<file path="config.mk">
export PLATFORM = sky130hd
export DESIGN_NAME = instruction_fetch
export DESIGN_NICKNAME = d
export VERILOG_FILES = /design/src/rtl/riscv_pkg.sv /design/src/rtl/next_pc_unit.sv /design/src/rtl/instruction_fetch.sv
export SDC_FILE = /design/constraint.sdc
export NUM_CORES = 1
export LEC_CHECK = 0
export CORE_UTILIZATION = 52
export DETAILED_ROUTE_END_ITERATION = 12
export PLACE_DENSITY_LB_ADDON = 0.3
export SLEW_MARGIN = 20
export SYNTH_ARGS = -nofsm -noshare
export SYNTH_HDL_FRONTEND = slang
export SYNTH_HIERARCHICAL = 1
export SYNTH_SLANG_ARGS = --single-unit
</file>
<file path="constraint.sdc">
create_clock -name clk_i -period 6.2 [get_ports clk_i]
set_input_delay 0.93 -clock clk_i [delete_from_list [all_inputs] [get_ports clk_i]]
set_output_delay 0.93 -clock clk_i [all_outputs]
set_load 0.02 [all_outputs]
</file>
<file path="src/rtl/riscv_pkg.sv">
// riscv_pkg: shared types and constants for the RV32I front end
package riscv_pkg;
  typedef enum logic [1:0] {
    PC_PLUS4  = 2'b00,
    PC_BRANCH = 2'b01,
    PC_JALR   = 2'b10
  } pc_source_t;
  typedef enum logic [1:0] {
    REQ   = 2'b00,
    WAIT  = 2'b01,
    VALID = 2'b10,
    HALT  = 2'b11
  } fetch_state_t;
  localparam logic [31:0] NOP_INSTR = 32'h0000_0013;
endpackage

</file>
<file path="src/rtl/next_pc_unit.sv">
// next_pc_unit: next-PC select with word-alignment check
module next_pc_unit import riscv_pkg::*; (
  input  logic [31:0] pc,
  input  logic [1:0]  pc_source,
  input  logic [31:0] immediate,
  input  logic [31:0] alu_result,
  output logic [31:0] next_pc,
  output logic        misaligned
);
  assign next_pc = pc_source == PC_BRANCH ? pc + immediate
                 : pc_source == PC_JALR   ? alu_result & ~32'h1
                 : pc + 32'd4;
  assign misaligned = |next_pc[1:0];
endmodule

</file>
<file path="src/rtl/instruction_fetch.sv">
// instruction_fetch: owns the PC, fetches one instruction at a time and
// hands it to decode; every output comes straight from a flop.
module instruction_fetch import riscv_pkg::*; #(
  parameter logic [31:0] RESET_PC = 32'h0000_0000
) (
  input  logic        clk_i,
  input  logic        rst_i,
  output logic        imem_req_o,
  output logic [31:0] imem_addr_o,
  input  logic        imem_gnt_i,
  input  logic        imem_rvalid_i,
  input  logic [31:0] imem_rdata_i,
  output logic        instr_valid_o,
  input  logic        instr_ready_i,
  output logic [31:0] instr_o,
  output logic [31:0] pc_o,
  output logic [31:0] pc_plus4_o,
  input  logic [1:0]  pc_source_i,
  input  logic [31:0] immediate_i,
  input  logic [31:0] alu_result_i,
  output logic        fault_o
);
  fetch_state_t state_q, state_d;
  logic [31:0] pc_q, pc_d, pc4_q, pc4_d, instr_q, instr_d, next_pc;
  logic req_q, req_d, valid_q, valid_d, fault_q, fault_d, misaligned;
  next_pc_unit u_next_pc (
    .pc(pc_q),
    .pc_source(pc_source_i),
    .immediate(immediate_i),
    .alu_result(alu_result_i),
    .next_pc(next_pc),
    .misaligned(misaligned)
  );
  // a grant only counts once the request is actually visible on the port
  always_comb begin
    state_d = state_q;
    pc_d = pc_q;
    instr_d = instr_q;
    fault_d = fault_q;
    case (state_q)
      REQ: state_d = req_q && imem_gnt_i ? WAIT : REQ;
      WAIT: begin
        state_d = imem_rvalid_i ? VALID : WAIT;
        instr_d = imem_rvalid_i ? imem_rdata_i : instr_q;
      end
      VALID: if (instr_ready_i) begin
        state_d = misaligned ? HALT : REQ;
        fault_d = misaligned;
        pc_d = misaligned ? pc_q : next_pc;
      end
      default: ;
    endcase
    pc4_d = pc_d + 32'd4;
    req_d = state_d == REQ;
    valid_d = state_d == VALID;
  end
  always_ff @(posedge clk_i or posedge rst_i) begin
    if (rst_i) begin
      state_q <= REQ;
      pc_q <= RESET_PC;
      pc4_q <= RESET_PC + 32'd4;
      instr_q <= NOP_INSTR;
      req_q <= 1'b0;
      valid_q <= 1'b0;
      fault_q <= 1'b0;
    end else begin
      state_q <= state_d;
      pc_q <= pc_d;
      pc4_q <= pc4_d;
      instr_q <= instr_d;
      req_q <= req_d;
      valid_q <= valid_d;
      fault_q <= fault_d;
    end
  end
  assign imem_req_o = req_q;
  assign imem_addr_o = pc_q;
  assign instr_valid_o = valid_q;
  assign instr_o = instr_q;
  assign pc_o = pc_q;
  assign pc_plus4_o = pc4_q;
  assign fault_o = fault_q;
endmodule

</file>
# Word level (Yosys, flattened, before mapping)
# Cells that the tools add are included.
[classes]
addsub = 3
eq_ne = 5
mux = 10
n_reduce_logical = 6
[op_table]
columns = ["operator", "n"]
rows = [
  ["$mux W32", 5],
  ["$add A32 B3 Y32 const B", 2],
  ["$add A32 B32 Y32", 1],
  ["$eq A2 B2 Y1 const B", 3],
  ["$mux W2", 3],
  ["$pmux W2 S3", 1],
  ["$eq A2 B1 Y1 const B", 2],
  ["$logic_not A2 Y1", 2],
  ["$reduce_and A2 Y1", 2],
  ["$reduce_or A2 Y1", 1],
  ["$logic_and A1 B1 Y1", 1],
  ["$mux W1", 1],
]
[totals]
reg_bits = 101
output_inout_bits = 131
elab_cells = 31

# Logic depth before layout (Yosys ltp)
# Gate-level depths: netlist of the first run.
[depth]
word_depth = 8
ltp_mapped = 19
ltp_nobuf = 16

# Hierarchy
# Netlist of the first run, hierarchy kept.
[by_module_without_submodules]
columns = ["mod", "instances", "cells_each", "area_each_um2"]
rows = [
  ["instruction_fetch", 1, 421, 4578.1],
  ["next_pc_unit", 1, 495, 3246.9],
]

# Worst setup path before layout of the first run
# OpenSTA, ideal clock, no wires.
[synth_path]
path_type = "in2reg"
start = "input port immediate_i[0]"
end = "register pc4_q[26], in the netlist pc_plus4_o[26]"
setup_ns = 0.079
arrival_ns = 4.250
t_required_ns = 6.121
path_slack_ns = 1.870
cell_stages = 18
n_path_buf = 3
cell_sequence = "ha_1 -> fa_1 -> mux2i_1 -> a21oi_1 -> or2_2 -> and4bb_4 -> buf_6 -> buf_2 -> buf_2 -> nand2_1 -> and2_1 -> inv_1 -> ha_1 -> nand3_1 -> nor4_1 -> a21oi_2 -> nor4_2 -> xor2_1"
[synth_between]
elab_chain_len = 7
[synth_lines]
columns = ["item", "line", "rtl"]
rows = [
  ["from (decl)", "instruction_fetch.sv:19", "input logic [31:0] immediate_i,"],
  ["$add A32 B32 Y32", "next_pc_unit.sv:10", "assign next_pc = pc_source == PC_BRANCH ? pc + immediate"],
  ["$mux W32", "next_pc_unit.sv:10", ""],
  ["via next_pc[1]", "instruction_fetch.sv:24", "logic [31:0] pc_q, pc_d, pc4_q, pc4_d, instr_q, instr_d, next_pc;"],
  ["$reduce_or A2 Y1", "next_pc_unit.sv:13", "assign misaligned = |next_pc[1:0];"],
  ["via misaligned", "instruction_fetch.sv:25", "logic req_q, req_d, valid_q, valid_d, fault_q, fault_d, misaligned;"],
  ["$mux W32", "instruction_fetch.sv:49", "pc_d = misaligned ? pc_q : next_pc;"],
  ["$mux W32", "instruction_fetch.sv:46", "VALID: if (instr_ready_i) begin"],
  ["$mux W32", "instruction_fetch.sv:40", "case (state_q)"],
  ["via pc_d[2]", "instruction_fetch.sv:24", ""],
  ["$add A32 B3 Y32", "instruction_fetch.sv:53", "pc4_d = pc_d + 32'd4;"],
  ["via pc4_d[26]", "instruction_fetch.sv:24", ""],
  ["to (signal assigned)", "instruction_fetch.sv:61", "pc4_q <= RESET_PC + 32'd4;"],
  ["to (signal assigned)", "instruction_fetch.sv:69", "pc4_q <= pc4_d;"],
  ["to (decl)", "instruction_fetch.sv:24", ""],
]
# The timed path passes the listed nets, and every way through them passes these cells.
# A chain may end at the register's enable or synchronous reset.

# Worst setup path in the final report of the first run
[layout_path]
start = "input port immediate_i[0]"
end = "register pc4_q[26], in the netlist pc_plus4_o[26]"
[layout_rtl]
columns = ["item", "line"]
rows = [
  ["$add A32 B32 Y32", "next_pc_unit.sv:10"],
  ["$mux W32", "next_pc_unit.sv:10"],
  ["via next_pc[18]", "instruction_fetch.sv:24"],
  ["$mux W32", "instruction_fetch.sv:49"],
  ["$mux W32", "instruction_fetch.sv:46"],
  ["$mux W32", "instruction_fetch.sv:40"],
  ["$add A32 B3 Y32", "instruction_fetch.sv:53"],
  ["via pc4_d[26]", "instruction_fetch.sv:24"],
]
# The timed path passes the listed nets, and every way through them passes these cells.

==> results of run 1 <==
## Yosys cell counts, drive strengths merged, types with 3 or more instances
cell and n:
a211o 3, a211oi 14, a21boi 5, a21o 15, a21oi 60, a22oi 5, a31oi 11, and2 3
and3 12, buf 45, clkbuf 28, dfrtp 95, dfstp 4, ha 33, inv 20, mux2 41
mux2i 29, nand2 130, nand2b 6, nand3 35, nand3b 3, nand4 24, nor2 69, nor2b 8
nor3 27, nor4 11, o211a 3, o211ai 9, o21a 6, o21ai 44, o21bai 5, o22ai 3
o31ai 4, or2 3, or3 5, xnor2 38, xor2 39
## final cells by class
class | count | area (um2) | share of cell area [%]
Multi-Input combinational cell | 723 | 4848 | 46.78
Clock inverter | 5 | 102.6 | 0.9900
Sequential cell | 99 | 2482 | 23.95
Clock buffer | 10 | 229.0 | 2.209
Tap cell | 184 | 230.2 | 2.221
Inverter | 21 | 81.33 | 0.7847
Timing Repair Buffer | 241 | 2390 | 23.06
## power groups by stage
stage | clock [mW] | sequential, mW | combinational [mW]
floorplan | 0 | 1.58 | 1.59
global placement | 0 | 1.34 | 2.97
detailed placement | 0 | 1.35 | 3.00
CTS | 0.629 | 1.35 | 3.03
global route | 0.657 | 1.39 | 3.25
finish | 0.617 | 1.35 | 3.05
## sequential cells by signal (all words and copies together) (netlist names)
register       flops
instr_o           32
pc_plus4_o        32
imem_addr_o       30
state_q            2
fault_o            1
imem_req_o         1
instr_valid_o      1
## routing by layer
layer | part of all wire (%) | GRT usage, % | routed length [um]
met4 | 3.0 | 11.84 | 715
met5 | 0 | 0 | 0
met1 | 40 | 38.30 | 9467
met2 | 50 | 52.55 | 11890
met3 | 7.2 | 5.799 | 1703
## path summary, 6_finish.rpt
kind,to,slack (ns)
worst min register to register,instr_o[7],0.50
max in group asynchronous,pc_plus4_o[20],4.10
worst max register to register,pc_plus4_o[26],1.82
worst min-delay path,instr_o[7],0.50
min in group asynchronous,instr_o[31],0.98
worst max-delay path,pc_plus4_o[26],1.24
## stage by stage
stage	util [%]	hold slack [ns]	setup WS [ns]
after floorplan	-	0.5635	1.870
after global placement	68.77	0.4862	1.065
after detailed placement	68.77	0.4919	1.042
after CTS	71.04	0.5060	1.373
after global routing	71.04	0.5180	0.9635
final	71.04	0.5022	1.243
## cells by family (layout without fill, tap and decap cells)
| kind of cell | after synthesis | after routing | synth area share, % |
|---|---|---|---|
| AO/OA/AOI/OAI | 198 | 198 | 16.63 |
| adder cells (fa/ha/maj) | 34 | 34 | 5.533 |
| AND/OR/NAND/NOR | 344 | 344 | 21.46 |
| flip-flops | 99 | 99 | 31.72 |
| buffers and inverters | 94 | 277 | 6.380 |
| XOR/XNOR | 77 | 77 | 8.619 |
| multiplexers | 70 | 70 | 9.658 |
## worst max-delay path, stage by stage
cell and delay (ns):
clkdlybuf4s50_1 0.50, ha_1 0.28, fa_1 0.42, a21oi_1 0.22, nand4b_1 0.17, a21oi_1 0.13, o31ai_2 0.48, o31ai_1 0.14
xnor2_1 0.16, o21ai_0 0.14, a21boi_0 0.49, nand3_1 0.11, or2_2 0.32, o32a_4 0.27, nor4_2 0.29, xor2_1 0.16
==> run summary, run 1 <==
Status -> finished, final reports clean
Clk slew on worst S/H paths -> 0.06 ns
Resized Gates After CTS -> 0
DP HPWL -> 17740 um
Worst Setup SP -> immediate_i[0]
WP data required -> 6.46 ns
Post-Syn Nets -> 1053
Area leader, netlist -> dfrtp_1
Vias in the first global route -> 7364
Largest net degree at the start of global routing -> 60
Commonest non-fill, non-tap cells in the layout -> 232 x clkdlybuf4s50_1, 130 x nand2_1, 95 x dfrtp_1
Cell Pwr Density -> 483.9 nW/um2
Post-Layout Cell Count -> 1283
Worst Hold Class -> reg2reg
Initial Util -> 53.64%
Total of max-cap violations -> 0
Sw power -> 2.298 mW
Core Footprint -> 14590 um2
CTS tree -> yes
Setup tns final -> 0 ns
RSZ-0062 raised after global routing -> no
Final setup vio count -> 0
Number of routed nets with antenna violations -> 0
Critical Path Fanout Max -> 7
Switching share of power -> 45.82%
Main flop type after synthesis -> dfrtp_1
Total CTS buffers -> 9
R2r worst-path depth -> 15
GR Overflow Total -> 0
Vias per cell -> 6.018
Worst VDD drop -> 0.3910 mV
Tot Pwr -> 5.015 mW
Maximum clock rate -> 201.8 MHz
Post-Place Cells -> 1268
Worst setup SP type -> input port
Worst-margin pin slew -> 0.7197 ns
Yosys warns -> 6
Post-Synthesis Cells -> 916
Commonest non-fill, non-tap cell in the layout -> clkdlybuf4s50_1
Yosys reg bits -> 99
Crit end category -> flop
Clk pwr share -> 12.3%
Placement Rows -> 44
Syn Std Cell Area -> 7825 um2
Buffer count from post-CTS setup fixing -> 0
Hold path cells -> 1
Final non-filler cell area -> 10360 um2
Syn avg cell area -> 8.543 um2
Critical path arrival -> 5.22 ns
Area growth syn-to-layout -> 32.44%
Top cell type's share of synthesized area -> 30.38%
Post-CTS Hold Fix Bufs -> 0
Fillers -> 1126
Skew-Pair Late Insertion Delay -> 0.34 ns
Crit Path Class -> in2reg
Tmin final -> 4.957 ns
Initial antenna violation count -> 0
Clock Sinks -> 99
Ys async rst share -> 100.0%
First-iteration detailed-routing DRC count -> 608
Min-delay src -> instr_o[7]
Sequential area share after synthesis -> 31.72%
Reg-to-Reg Start -> pc_plus4_o[0]
Max H-tree Level -> 3
Synth area leaders -> dfrtp_1 30%, nand2_1 6.2%, mux2_2 5.8%
Routability cong. -> 0.9256
DRC viols -> 0
Chip width -> 124.7 um
Gate power share -> 60.8%
First-pass DRT Iterations -> 5
Post-synth EDFFs -> 0
Placed Area -> 10030 um2
Slew margin rel. -> 52.02%
Internal Power -> 2.717 mW
All-Layer GR Usage -> 30.76%
Seq pwr share -> 26.9%
Worst Clk Skew -> 0.004797 ns
Via count -> 7721
Leakage -> 4.433 nW
Root Driver -> clkbuf_16
IO Pins -> 234
Nets -> 1232
Total Wirelength -> 23770 um
Synth unique cells -> 71
Period utilization -> 79.95%
First-pass GRT wire length -> 38120 um
Routed wire per std cell -> 18.53 um
Die ar. -> 15540 um2
PortBufs -> 232
Die height -> 124.7 um
Share of cells above drive strength 1 -> 9.008%
Pins over their slew limit -> 0
CTS Buffer Depth -> 2
Ant. Diodes -> 0
Final-report hold violation count -> 0
Note: power is estimated with default switching activity, not from simulation.
==> run 2, diff against run 1 <==
--- a/config.mk
+++ b/config.mk
@@ -5,7 +5,7 @@
 export SDC_FILE = /design/constraint.sdc
 export NUM_CORES = 1
 export LEC_CHECK = 0
-export CORE_UTILIZATION = 52
+export CORE_UTILIZATION = 49
 export DETAILED_ROUTE_END_ITERATION = 12
 export PLACE_DENSITY_LB_ADDON = 0.3
 export SLEW_MARGIN = 20
==> constraint.sdc (replaced) <==
create_clock -name clk_i -period 4.87 [get_ports clk_i]
set_input_delay 0.7305 -clock clk_i [delete_from_list [all_inputs] [get_ports clk_i]]
set_output_delay 0.7305 -clock clk_i [all_outputs]
set_load 0.02 [all_outputs]
==> run summary, run 2 (synthesis gave the netlist of run 1 again) <==
Critical path arrival -> 4.71 ns
DP HPWL -> 18710 um
First-pass DRT Iterations -> 6
Number of routed nets with antenna violations -> 0
R2r worst-path depth -> 15
Final setup vio count -> 0
Pins over their slew limit -> 0
First-pass GRT wire length -> 37780 um
Skew-Pair Late Insertion Delay -> 0.34 ns
Fillers -> 1263
Commonest non-fill, non-tap cells in the layout -> 232 x clkdlybuf4s50_1, 130 x nand2_1, 95 x dfrtp_1
RSZ-0062 raised after global routing -> no
CTS tree -> yes
Worst setup SP type -> input port
Crit end category -> flop
Area growth syn-to-layout -> 33.58%
Resized Gates After CTS -> 0
Worst VDD drop -> 0.3938 mV
Die ar. -> 16480 um2
Reg2reg end -> pc_plus4_o[26]
Vias per cell -> 5.811
Cell Pwr Density -> 607.3 nW/um2
Hold path endpoint -> instr_o[6]
Total Wirelength -> 24440 um
Routability cong. -> 0.9105
Chip width -> 128.4 um
Slew margin rel. -> 42.92%
Setup tns final -> 0 ns
Worst Clk Skew -> 0.006193 ns
Clock Sinks -> 99
Commonest non-fill, non-tap cell in the layout -> clkdlybuf4s50_1
R2R Setup Slk -> 0.71 ns
Worst Hold Class -> reg2reg
Clk slew on worst S/H paths -> 0.06 ns
Leakage -> 4.476 nW
Post-CTS Hold Fix Bufs -> 0
Initial antenna violation count -> 0
CP cell instances -> clkdlybuf4s50_1, ha_1, fa_1, a21oi_1, nand4b_1, a21oi_1, o31ai_2, o21ai_0, xnor2_1, o21ai_0, a21boi_0, nand3_1, or2_2, o32a_4, nor4_2, xor2_1
Vias in the first global route -> 7238
Tmin final -> 4.442 ns
Via count -> 7705
GR Overflow Total -> 0
Total of max-cap violations -> 0
Status -> finished, final reports clean
Hold path cells -> 1
Min-delay src -> instr_o[6]
Crit Path Class -> in2reg
Critical Path Fanout Max -> 7
Worst-margin pin slew -> 0.8562 ns
Placement Rows -> 45
Share of cells above drive strength 1 -> 10.13%
Total CTS buffers -> 9
Worst Hold Slack -> 0.5050 ns
Buffer count from post-CTS setup fixing -> 0
Reg-to-Reg Start -> pc_plus4_o[0]
Core Footprint -> 15370 um2
Nets -> 1247
Root Driver -> clkbuf_16
All-Layer GR Usage -> 29.62%
DRC viols -> 0
IO Pins -> 234
Slowest cell on crit path -> fa_1
Max H-tree Level -> 3
CTS Buffer Depth -> 2
Routed wire per std cell -> 18.43 um
First-iteration detailed-routing DRC count -> 615
Final-report hold violation count -> 0
Max incr delay on CP -> 0.44 ns
Period utilization -> 91.21%
PortBufs -> 232
Initial Util -> 50.91%
WP data required -> 5.14 ns
Ant. Diodes -> 0
Maximum clock rate -> 225.1 MHz
Die height -> 128.4 um
Largest net degree at the start of global routing -> 70
[run 2: worst max-delay path by stage]
stage                   startpoint        endpoint  cells past startpoint
floorplan           immediate_i[0]  pc_plus4_o[26]                     18
global placement    immediate_i[0]  pc_plus4_o[26]                     16
detailed placement  immediate_i[0]  pc_plus4_o[26]                     16
CTS                 immediate_i[0]  pc_plus4_o[26]                     16
global route        immediate_i[0]  pc_plus4_o[30]                     16
finish              immediate_i[0]  pc_plus4_o[26]                     16
[run 2: cell type report]
type                            instances  area [um2]  area share, %
Clock inverter                          3       23.77         0.2274
Tap cell                              211       264.0          2.526
Timing Repair Buffer                  256        2502          23.94
Clock buffer                           13       250.2          2.394
Sequential cell                        99        2482          23.75
Inverter                               21       81.33         0.7781
Multi-Input combinational cell        723        4848          46.39
[run 2: per-stage QoR]
step | instance area, um2 | cells | util [%] | total power [mW] | setup slack, ns
3_5_place_dp | 10180 | 1310 | 66.22 | 5.651 | 0.09922
2_1_floorplan | 7825 | 916 | - | 4.040 | 0.7400
4_1_cts | 10450 | 1326 | 68.00 | 6.336 | 0.4686
6_report | 10450 | 1326 | 68.00 | 6.347 | 0.4279
3_3_place_gp | 10180 | 1310 | 66.22 | 5.599 | 0.2369
5_1_grt | 10450 | 1326 | 68.00 | 6.714 | 0.1701
[run 2: critical path, delay by kind of cell]
family	cells	cell delay (ns)
buffers and inverters	1	0.40
xor gates and xnor gates	2	0.33
adders and majority gates	2	0.71
AOI/OAI and AO/OA	7	1.53
and+or+nand+nor	4	1.00
[run 2: layer usage]
metal | up-vias | wire [um] | GRT usage, %
met2 | 365 | 11960 | 50.52
met3 | 58 | 1880 | 5.863
met4 | 0 | 850 | 11.14
met5 | - | 0 | 0
met1 | 3656 | 9745 | 37.12
li1 | 3626 | - | -
[run 2: report_power, final]
group	internal [mW]	switching (mW)	leakage, nW
clock network	0.362	0.296	0.126
logic	1.84	2.24	3.11
registers	1.19	0.417	1.24
==> run 3, diff against run 2 <==
--- a/config.mk
+++ b/config.mk
@@ -5,11 +5,11 @@
 export SDC_FILE = /design/constraint.sdc
 export NUM_CORES = 1
 export LEC_CHECK = 0
-export CORE_UTILIZATION = 49
+export CORE_UTILIZATION = 48
 export DETAILED_ROUTE_END_ITERATION = 12
 export PLACE_DENSITY_LB_ADDON = 0.3
+export REMOVE_ABC_BUFFERS = 1
 export SLEW_MARGIN = 20
 export SYNTH_ARGS = -nofsm -noshare
 export SYNTH_HDL_FRONTEND = slang
-export SYNTH_HIERARCHICAL = 1
 export SYNTH_SLANG_ARGS = --single-unit
==> run summary, run 3 <==
Crit end category -> flop
Post-Synthesis Cells -> 867
Area of the multi-input gates -> 4676 um2
Worst Hold Class -> reg2reg
Synth cell count leaders -> 95 x dfrtp_1, 71 x nand2_1, 69 x a21oi_1, 69 x nor2_1, 46 x o21ai_0
Via count -> 7744
Area leader, netlist -> dfrtp_1
Worst Clk Skew -> 0.01405 ns
Maximum clock rate -> 228.3 MHz
Commonest non-fill, non-tap cell in the layout -> clkdlybuf4s50_1
Worst Setup SP -> immediate_i[0]
Vias in the first global route -> 7119
Worst-margin pin slew -> 0.8286 ns
Post-Place Cells -> 1260
Worst setup SP type -> input port
Max H-tree Level -> 3
Ant. Diodes -> 0
WP data required -> 5.10 ns
Setup tns final -> 0 ns
Min-delay src -> instr_o[8]
Nets -> 1197
Top cell type's share of synthesized area -> 30.97%
IO Pins -> 234
Yosys reg bits -> 99
Total of max-cap violations -> 0
Crit Path Class -> in2reg
DRC viols -> 0
Reg-to-Reg Start -> pc_plus4_o[0]
Initial antenna violation count -> 0
Slowest cell on crit path -> clkdlybuf4s50_1
Top layer in use -> met4
Hold path endpoint -> instr_o[8]
Largest net degree at the start of global routing -> 69
Die height -> 128.5 um
First-iteration detailed-routing DRC count -> 777
Final-report hold violation count -> 0
GR Overflow Total -> 0
Metal3 WL -> 2712 um
Commonest non-fill, non-tap cells in the layout -> 232 x clkdlybuf4s50_1, 95 x dfrtp_1, 71 x nand2_1
Period utilization -> 89.93%
Clock Sinks -> 99
Worst VDD drop -> 0.4104 mV
RSZ-0062 raised after global routing -> no
All-Layer GR Usage -> 30.59%
Placement Rows -> 45
Yosys warns -> 0
Max incr delay on CP -> 0.46 ns
Number of routed nets with antenna violations -> 0
CTS tree -> yes
Critical path arrival -> 4.61 ns
Main flop type after synthesis -> dfrtp_1
CP cell instances -> clkdlybuf4s50_1, ha_1, fa_1, nor2_1, o211a_1, nand2_1, a211o_1, nand3_1, o31ai_1, nor4_4, and2_1, nand4_1, xnor2_1
CTS Buffer Depth -> 2
Die ar. -> 16500 um2
Total CTS buffers -> 9
Synth unique cells -> 97
Resized Gates After CTS -> 0
Skew-Pair Late Insertion Delay -> 0.35 ns
Leakage -> 4.241 nW
Root Driver -> clkbuf_16
PortBufs -> 232
Buffer count from post-CTS setup fixing -> 0
Final setup vio count -> 0
Routability cong. -> 0.9400
Sequential area share after synthesis -> 32.34%
Fillers -> 1321
Routed wire per std cell -> 19.75 um
Pins over their slew limit -> 0
Initial Util -> 49.76%
Syn avg cell area -> 8.854 um2
Vias per cell -> 6.074
Most common cell in the netlist -> dfrtp_1
Status -> finished, final reports clean
Hold path cells -> 1
Tmin final -> 4.380 ns
Critical Path Fanout Max -> 10
R2r worst-path depth -> 12
Clk slew on worst S/H paths -> 0.07 ns
DP HPWL -> 19570 um
Post-synth EDFFs -> 0
Register area -> 2482 um2
Post-CTS Hold Fix Bufs -> 0
Syn Std Cell Area -> 7676 um2
Met2 WL post-DR -> 11370 um
Slew margin rel. -> 44.76%
Total Wirelength -> 25180 um
Share of cells above drive strength 1 -> 11.18%
Chip width -> 128.5 um
Area growth syn-to-layout -> 34.20%
Met1 wire length -> 10400 um
First-pass GRT wire length -> 38850 um
First-pass DRT Iterations -> 6
Synth area leaders -> dfrtp_1 31%, ha_1 5.4%, mux2_2 5.0%
Reg2reg end -> pc_plus4_o[23]
Cell Pwr Density -> 624.1 nW/um2
Ys async rst share -> 100.0%
Core Footprint -> 15430 um2
R2R Setup Slk -> 0.78 ns
Post-Layout Cell Count -> 1275
[run 3: cell types whose count changed after synthesis, moves of 5 or more]
cell | before | now
a21oi_1 | 58 | 69
and2_1 | 3 | 12
and4_1 | 2 | 10
buf_2 | 6 | 12
mux2_2 | 40 | 34
mux2i_1 | 28 | 8
nand2_1 | 130 | 71
nor4_1 | 9 | 4
o21a_1 | 6 | 13
xnor2_1 | 38 | 22
xor2_1 | 39 | 23
[run 3: worst max-delay path: cells and delay by family]
kind,cells,cell delay [ns]
compound gates,3,0.97
fa+ha+maj,2,0.59
buf+inv,1,0.46
xor+xnor,1,0.17
simple gates,6,1.67
[run 3: how the worst max path moves through the flow]
| stage | endpoint | slack (ns) | depth (start not counted) |
|---|---|---|---|
| 6_report | pc_plus4_o[23] | 0.49 | 13 |
| 5_1_grt | pc_plus4_o[23] | 0.28 | 13 |
| 4_1_cts | pc_plus4_o[31] | 0.55 | 13 |
| 3_5_place_dp | pc_plus4_o[23] | 0.22 | 13 |
| 3_3_place_gp | pc_plus4_o[23] | 0.27 | 13 |
| 2_1_floorplan | pc_plus4_o[23] | 0.66 | 12 |
[run 3: routing by layer]
metal / vias to the layer above / GRT usage [%]
met5: - / 0
met4: 0 / 9.412
li1: 3589 / -
met3: 52 / 5.364
met1: 3642 / 41.94
met2: 461 / 49.19
[run 3: where the power goes]
part / total [mW] / switching [mW] / leakage [nW] / internal [mW]
Sequential: 1.63 / 0.415 / 1.18 / 1.21
Clock: 0.722 / 0.311 / 0.146 / 0.411
Combinational: 4.08 / 2.27 / 2.91 / 1.81
Total: 6.43 / 2.99 / 4.24 / 3.44
[run 3: cell type report]
cell class	count	area share, %
clock buffers	11	2.356
repair buffers	258	24.44
flip-flops and latches	99	24.10
multi-input cells	675	45.39
inverters	17	0.6438
well taps	211	2.563
clock inverters	4	0.5101
[run 3: cells by family (layout without fill, tap and decap cells)]
logic type,after synthesis,after routing,share of synthesized area [%]
buffers and inverters,93,290,6.748
muxes,42,42,6.031
and+or+nand+nor,308,308,22.25
AOI/OAI and AO/OA,245,245,21.65
xor gates and xnor gates,46,46,5.346
adders and majority gates,34,34,5.640
DFF,99,99,32.34
[run 3: metrics by stage]
stage | power, mW | area [um2] | worst slack, ns | util, % | hold slack [ns]
after floorplan | 3.911 | 7222 | 0.6553 | - | 0.5406
after global placement | 5.599 | 10010 | 0.2686 | 64.86 | 0.4859
after detailed placement | 5.654 | 10010 | 0.2237 | 64.86 | 0.4915
after CTS | 6.401 | 10300 | 0.5453 | 66.77 | 0.5069
after global routing | 6.809 | 10300 | 0.2772 | 66.77 | 0.5175
final | 6.429 | 10300 | 0.4902 | 66.77 | 0.5030
